--- src/rtl/register_file_mp.sv ---
// rtl/register_file_mp.sv - multi-ported register file with write bypass and busy scoreboard
//
// Purpose: register bank for decode/writeback. It has NUM_READ combinational read ports,
// two write ports (0 = ALU, 1 = memory, port 1 wins on a collision) and same-cycle
// write-to-read bypass. It can hardwire register 0 to zero, and it keeps one busy bit
// per register so decode can stall on hazards.
//
// Ports:
//   clk, reset             rising-edge clock, synchronous active-high reset
//   rd_addr / rd_data      packed read address / data, port k at [k*W +: W]
//   rd_busy                scoreboard bit of each read address (clear-bypassed)
//   we0/waddr0/wdata0      write port 0 (ALU)
//   we1/waddr1/wdata1      write port 1 (memory)
//   set_busy/busy_addr     mark a register as having an outstanding producer
//   any_busy               OR of all scoreboard bits
module register_file_mp #(
  parameter int REGISTER_SIZE = 32,
  parameter int ADDRESS_SIZE  = 5,
  parameter int NUM_READ      = 2,
  parameter bit ZERO_REG      = 1'b1
) (
  input  logic                              clk,
  input  logic                              reset,
  input  logic [NUM_READ*ADDRESS_SIZE-1:0]  rd_addr,
  output logic [NUM_READ*REGISTER_SIZE-1:0] rd_data,
  output logic [NUM_READ-1:0]               rd_busy,
  input  logic                              we0,
  input  logic [ADDRESS_SIZE-1:0]           waddr0,
  input  logic [REGISTER_SIZE-1:0]          wdata0,
  input  logic                              we1,
  input  logic [ADDRESS_SIZE-1:0]           waddr1,
  input  logic [REGISTER_SIZE-1:0]          wdata1,
  input  logic                              set_busy,
  input  logic [ADDRESS_SIZE-1:0]           busy_addr,
  output logic                              any_busy
);

  localparam int DEPTH = 1 << ADDRESS_SIZE;

  logic [REGISTER_SIZE-1:0] regs [DEPTH];
  logic [DEPTH-1:0]         busy;

  // One-hot decode of each write port and the busy-set request. The zero register is
  // removed here, so a write or set to it never reaches storage or the scoreboard.
  logic [DEPTH-1:0] hit0;
  logic [DEPTH-1:0] hit1;
  logic [DEPTH-1:0] set_hit;

  always_comb begin
    hit0    = '0;
    hit1    = '0;
    set_hit = '0;
    for (int r = 0; r < DEPTH; r++) begin
      hit0[r]    = we0 && (waddr0 == ADDRESS_SIZE'(r));
      hit1[r]    = we1 && (waddr1 == ADDRESS_SIZE'(r));
      set_hit[r] = set_busy && (busy_addr == ADDRESS_SIZE'(r));
    end
    if (ZERO_REG) begin
      hit0[0]    = 1'b0;
      hit1[0]    = 1'b0;
      set_hit[0] = 1'b0;
    end
  end

  always_ff @(posedge clk) begin
    if (reset) begin
      for (int r = 0; r < DEPTH; r++) begin
        regs[r] <= '0;
      end
      busy <= '0;
    end else begin
      for (int r = 0; r < DEPTH; r++) begin
        if (hit1[r]) begin
          regs[r] <= wdata1;
        end else if (hit0[r]) begin
          regs[r] <= wdata0;
        end
      end
      // A new producer issued in the same cycle as a writeback keeps the register busy.
      busy <= (busy & ~(hit0 | hit1)) | set_hit;
    end
  end

  for (genvar k = 0; k < NUM_READ; k++) begin : g_rd
    logic [ADDRESS_SIZE-1:0]  addr;
    logic [REGISTER_SIZE-1:0] data;

    assign addr = rd_addr[k*ADDRESS_SIZE +: ADDRESS_SIZE];

    always_comb begin
      data = regs[addr];
      if (hit1[addr]) begin
        data = wdata1;
      end else if (hit0[addr]) begin
        data = wdata0;
      end
      if (reset || (ZERO_REG && (addr == '0))) begin
        data = '0;
      end
    end

    assign rd_data[k*REGISTER_SIZE +: REGISTER_SIZE] = data;
    // A writeback presented this cycle already releases the consumer.
    assign rd_busy[k] = !reset && busy[addr] && !(hit0[addr] || hit1[addr]);
  end

  assign any_busy = !reset && (|busy);

endmodule
--- config.mk ---
export PLATFORM = sky130hd
export DESIGN_NAME = register_file_mp
export DESIGN_NICKNAME = d
export VERILOG_FILES = /design/src/rtl/register_file_mp.sv
export SDC_FILE = /design/constraint.sdc
export NUM_CORES = 2
export LEC_CHECK = 0
export CORE_UTILIZATION = 45
export CTS_BUF_LIST = sky130_fd_sc_hd__clkbuf_8
export CTS_CLUSTER_SIZE = 20
export DETAILED_ROUTE_END_ITERATION = 8
export DONT_BUFFER_PORTS = 1
export PLACE_DENSITY = 0.64
export SLEW_MARGIN = 20
export SYNTH_ARGS = -nofsm -noshare
export SYNTH_HDL_FRONTEND = slang
export SYNTH_SLANG_ARGS = --single-unit
--- constraint.sdc ---
create_clock -name clk -period 5.3 [get_ports clk]
set_clock_uncertainty 0.2 [all_clocks]
set_input_delay 1.06 -clock clk [delete_from_list [all_inputs] [get_ports clk]]
set_output_delay 1.06 -clock clk [all_outputs]
set_load 0.03 [all_outputs]
======== Word level (Yosys, flattened, before mapping) ========
Memory sizes are Yosys's and may differ from the RTL's.
Cells that the tools add are included.
word-level totals
  bits in registers ....................... 32
  memory bits (writable) .................. 1024
  input bits .............................. 94
  memories kept ........................... 1
operators by class
  magnitude comparators ................... 2
  equal/unequal tests ..................... 93
  multiplexer cells ....................... 299
  bitwise logic cells ..................... 66
  reduce and logical (&&, ||, !) cells .... 108
memory list
  name  words  bits a word  rd ports  clocked after memory_dff  wr ports  RTL line  text
  regs  32     32           2         0                         32        40        logic [REGISTER_SIZE-1:0] regs [DEPTH];
operator list
  kind                                                 number
  two-way mux 32 bit                                   68
  == test 5 bit (second input constant)                48
  two-way mux 1 bit                                    225
  == test 5 x 4 -> 1 bit (second input constant)       24
  logical AND 1 bit                                    98
  bitwise OR 32 bit                                    2
  bitwise OR 1 bit                                     62
  == test 5 x 3 -> 1 bit (second input constant)       12
  bitwise AND 32 bit                                   1
  inverter 32 bit                                      1
  OR reduction 32 bit                                  1
  binary-select mux 1 bit (select 5 bit)               6
  == test 5 x 2 -> 1 bit (second input constant)       6
  == test 5 x 1 -> 1 bit (second input constant)       3
  < comparator 5 x 6 -> 1 bit (second input constant)  2
  logical NOT 5 bit                                    2
  logical OR 1 bit                                     4
  logical NOT 1 bit                                    3

======== Depth between registers and ports, before layout ========
  depth after elaboration ................. 7
  gate-level depth with buffers ........... 11
  depth with buffers taken out ............ 7

======== Least setup slack after synthesis ========
OpenSTA, ideal clock, no wires.
  path kind ............................... input to register
  start point ............................. input port waddr0[3]
  end point ............................... memory regs[6][0], enable pin
  arrival time ............................ 4150 ps
  data required time ...................... 4632 ps
  path slack .............................. 482 ps
  stages .................................. 4
  path buffers ............................ 2
  path through ............................ buf_2 -> or3_1 -> clkbuf_1 -> o21ai_0
RTL lines
  item                RTL line  text
  start: declaration  28        input logic [ADDRESS_SIZE-1:0] waddr0,
  end: declaration    40

======== Worst setup path in the final report ========
  start point ............................. input port rd_addr[6]
  end point ............................... output port rd_data[43]
between the ends
  cells in the longest elaborated chain, start to end .. 5
  elaborated cells on any way between the ends .. 10
  those cells by class .................... 7 x mux; 2 x reduce/logical; 1 x memory
RTL lines
  item                                     RTL line  text
  start: declaration                       24        input logic [NUM_READ*ADDRESS_SIZE-1:0] rd_addr,
  binary-select mux 1 bit (select 5 bit)   94        end else if (hit0[addr]) begin
  two-way mux 1 bit (not written as such)  94
  two-way mux 32 bit                       94
  two-way mux 32 bit                       92        if (hit1[addr]) begin
  two-way mux 32 bit *                     97        if (reset || (ZERO_REG && (addr == '0))) begin
  end: declaration                         25        output logic [NUM_READ*REGISTER_SIZE-1:0] rd_data,
Mark *: on every way between the ends. The rest lies on a longest branch, timed or not. The select of a mux whose other input is x is not followed.

==> impl_metrics.env <==
export IMPL_max_slew_margin=-0.3177
export IMPL_async_flop_share=0
export IMPL_multi_input_area_mm2=0.03090
export IMPL_synth_top_area_share=0.4638
export IMPL_crit_arrival_ns=4.44
export IMPL_synth_cells=6151
export IMPL_syn_area_per_cell_um2=10.44
export IMPL_grt_overflow_total=0
export IMPL_antenna_found_initial=8
export IMPL_fp_dieH_um=379.8
export IMPL_syn_nets=6245
export IMPL_grt_pass1_wl_mm=388.6
export IMPL_synth_edff_count=992
export IMPL_tightest_slew_ns=1.977
export IMPL_yosysSeqAreaShare=0.4735
export IMPL_whs_ns=0.04696
export IMPL_period_share=1.075
export IMPL_drv_slew=136
export IMPL_firstDrtPassIters=8
export IMPL_leakage_nw=23.03
export IMPL_num_fill_cells=12600
export IMPL_ios=161
export IMPL_grt_total_usage=0.3705
export IMPL_drc=0
export IMPL_path_cells="nor4_1 > or2_1 > buf_4 > a21oi_1 > buf_4 > buf_4"
export IMPL_cpMaxStageDelayCell="nor4_1"
export IMPL_hold_path_class="primary input to register"
export IMPL_maxCapViolations=0
export IMPL_yosysUniqueCellTypes=74
export IMPL_ys_seq_elements=1023
export IMPL_cts_setup_buffers=0
export IMPL_numCtsBuffers=175
export IMPL_cts_sinks=1023
export IMPL_crit_top_cell="buf_4"
export IMPL_clock_latency_ns=0.94
export IMPL_clockBufferDepth=3
export IMPL_start_util=0.4536
export IMPL_cts_resized=0
export IMPL_synth_area_mm2=0.06422
export IMPL_die_area_mm2=0.1442
export IMPL_grt_pass1_vias=53080
export IMPL_rsz0062_at_grt="no"
export IMPL_power_density_mw_per_mm2=285.2
export IMPL_finalWorstSetupSlack_ns=-0.3978
export IMPL_fin_tns_setup_ns=-4.789
export IMPL_final_hold_violation_count=0
export IMPL_htreeDepth=4
export IMPL_area_growth_pct=7.871
export IMPL_setup_viol=26
export IMPL_avgViaCountPerCell=7.257
export IMPL_synth_flop_cell="edfxtp_1"
export IMPL_yosysMostFrequentCell="nand2_1"
export IMPL_core_mm2=0.1416
export IMPL_grt_max_degree=832
export IMPL_yosys_area_top_type="edfxtp_1"
export IMPL_io_buffers=0
export IMPL_fmax_mhz=175.5
export IMPL_route_vias_total=56600
export IMPL_ir_worst_vdd_v=0.0002556
export IMPL_seqCellArea_mm2=0.03041
export IMPL_first_iter_violations=11560
export IMPL_routedWlPerCell_um=35.41
export IMPL_antenna_left=0
export IMPL_gp_congestion=0.9922
export IMPL_dp_hpwl_mm=161.3
export IMPL_yosys_top_cells_area="edfxtp_1 (46%), mux4_2 (16%), nand2_1 (7.8%)"
export IMPL_endpoint_kind="output pin"
export IMPL_ys_top_cells_by_count="nand2_1 (1336), edfxtp_1 (992), a21oi_1 (690)"
export IMPL_stdcell_area_mm2=0.06928
export IMPL_nets=5865
export IMPL_dieWidth_um=379.8
export IMPL_cpPeakStageDelay_ns=1.00
export IMPL_min_period_ns=5.698
export IMPL_violations="max-slew violations, negative setup slack"
export IMPL_wl_mm=276.1
export IMPL_startpoint_type="primary input"
export IMPL_std_cell_rows=138
export IMPL_dpl_cell_area_mm2=0.06583
export IMPL_cts_tree="built"
export IMPL_required_ns=4.04
export IMPL_criticalPathCategory="primary input to output pin"
export IMPL_ys_warnings_count=0
export IMPL_path_max_fanout=280
export IMPL_outcome="finished, violations left"
export IMPL_root_buffer="clkbuf_8"
export IMPL_clk_pin_slew_ns=0.05
export IMPL_drive_gt1_frac=0.1901
## cells by family (layout without fill, tap and decap cells)
group / Yosys count / in the layout / share of synthesized area
flops: 1023 / 1023 / 0.4735
other cells: 0 / 1 / 0
simple gates: 2103 / 2103 / 0.1331
compound gates: 1618 / 1618 / 0.1608
buf+inv: 850 / 607 / 0.05420
mux: 543 / 543 / 0.1765
xor+xnor: 14 / 14 / 0.001909
## power by group
part           internal, W  switching, W  total [W]
Clock              0.00321       0.00369    0.00691
Sequential         0.00952      0.000292    0.00981
Combinational      0.00128       0.00176    0.00304
## through the flow
step,power (W),worst slack (ns),utilization,std cells
floorplan,0.01215,0.4817,-,6151
detailed placement,0.01272,0.3252,0.4649,7471
CTS,0.01941,0.3141,0.4875,7788
global placement,0.01264,0.3887,0.4649,7471
finish,0.01976,-0.3978,0.4893,7799
global route,0.02011,0.06339,0.4893,7799
## layout make-up
| class | count | area share |
|---|---|---|
| Tap cell | 1890 | 0.03414 |
| Timing Repair Buffer | 259 | 0.03334 |
| Sequential cell | 1023 | 0.4390 |
| Clock inverter | 139 | 0.01087 |
| Antenna cell | 1 | 0.00003612 |
| Multi-Input combinational cell | 4278 | 0.4461 |
| Inverter | 34 | 0.001842 |
| Clock buffer | 175 | 0.03477 |
## metal layers
| metal | global-route usage | vias to the layer above | share of wire |
|---|---|---|---|
| met4 | 0.2046 | 8 | 0.063 |
| li1 | - | 22300 | - |
| met3 | 0.1514 | 957 | 0.18 |
| met5 | 0 | - | 0.00018 |
| met2 | 0.5098 | 5670 | 0.41 |
| met1 | 0.4938 | 27660 | 0.34 |
## sequential cells by signal (all words and copies together) (netlist names)
| register | count |
|---|---|
| busy | 31 |
| regs | 992 |
## final timing paths
path	startpoint	end	cells after the start	slack (ns)
max	rd_addr[6]	rd_data[43]	6	-0.40
min	busy_addr[0]	busy[16]$_SDFF_PP0_	1	0.05
max reg2reg	busy[12]$_SDFF_PP0_	busy[12]$_SDFF_PP0_	3	3.95
min reg2reg	busy[20]$_SDFF_PP0_	busy[20]$_SDFF_PP0_	2	0.30
## critical path: cells and delay by family
| kind | cells | cell delay [ns] |
|---|---|---|
| AO/OA/AOI/OAI | 1 | 0.07 |
| buffers and inverters | 3 | 0.66 |
| AND/OR/NAND/NOR | 2 | 1.74 |
## cell usage in the layout, fill, tap and decap left out, types with 18 or more instances in the layout
cell type / count
o211ai_1: 28
a21oi_1: 688
clkinv_2: 18
nor2_1: 482
clkinv_1: 43
clkbuf_8: 177
a31oi_1: 29
a221oi_1: 38
nor3_1: 55
a22oi_1: 488
a21o_1: 30
o21ai_0: 49
buf_4: 230
o22ai_1: 88
edfxtp_1: 992
inv_1: 92
mux2_2: 64
o31ai_1: 18
a211oi_1: 28
nand2_1: 1335
mux4_2: 465
nor3_2: 20
a311o_1: 30
dfxtp_1: 31
or3_2: 26
nand3_1: 45
a22o_1: 40
## what timing repair did
action,CTS,global route
endpoints found under the setup margin,0,1
hold buffers,3,0
hold endpoints to repair,4,0
(Power assumes the default switching activity.)
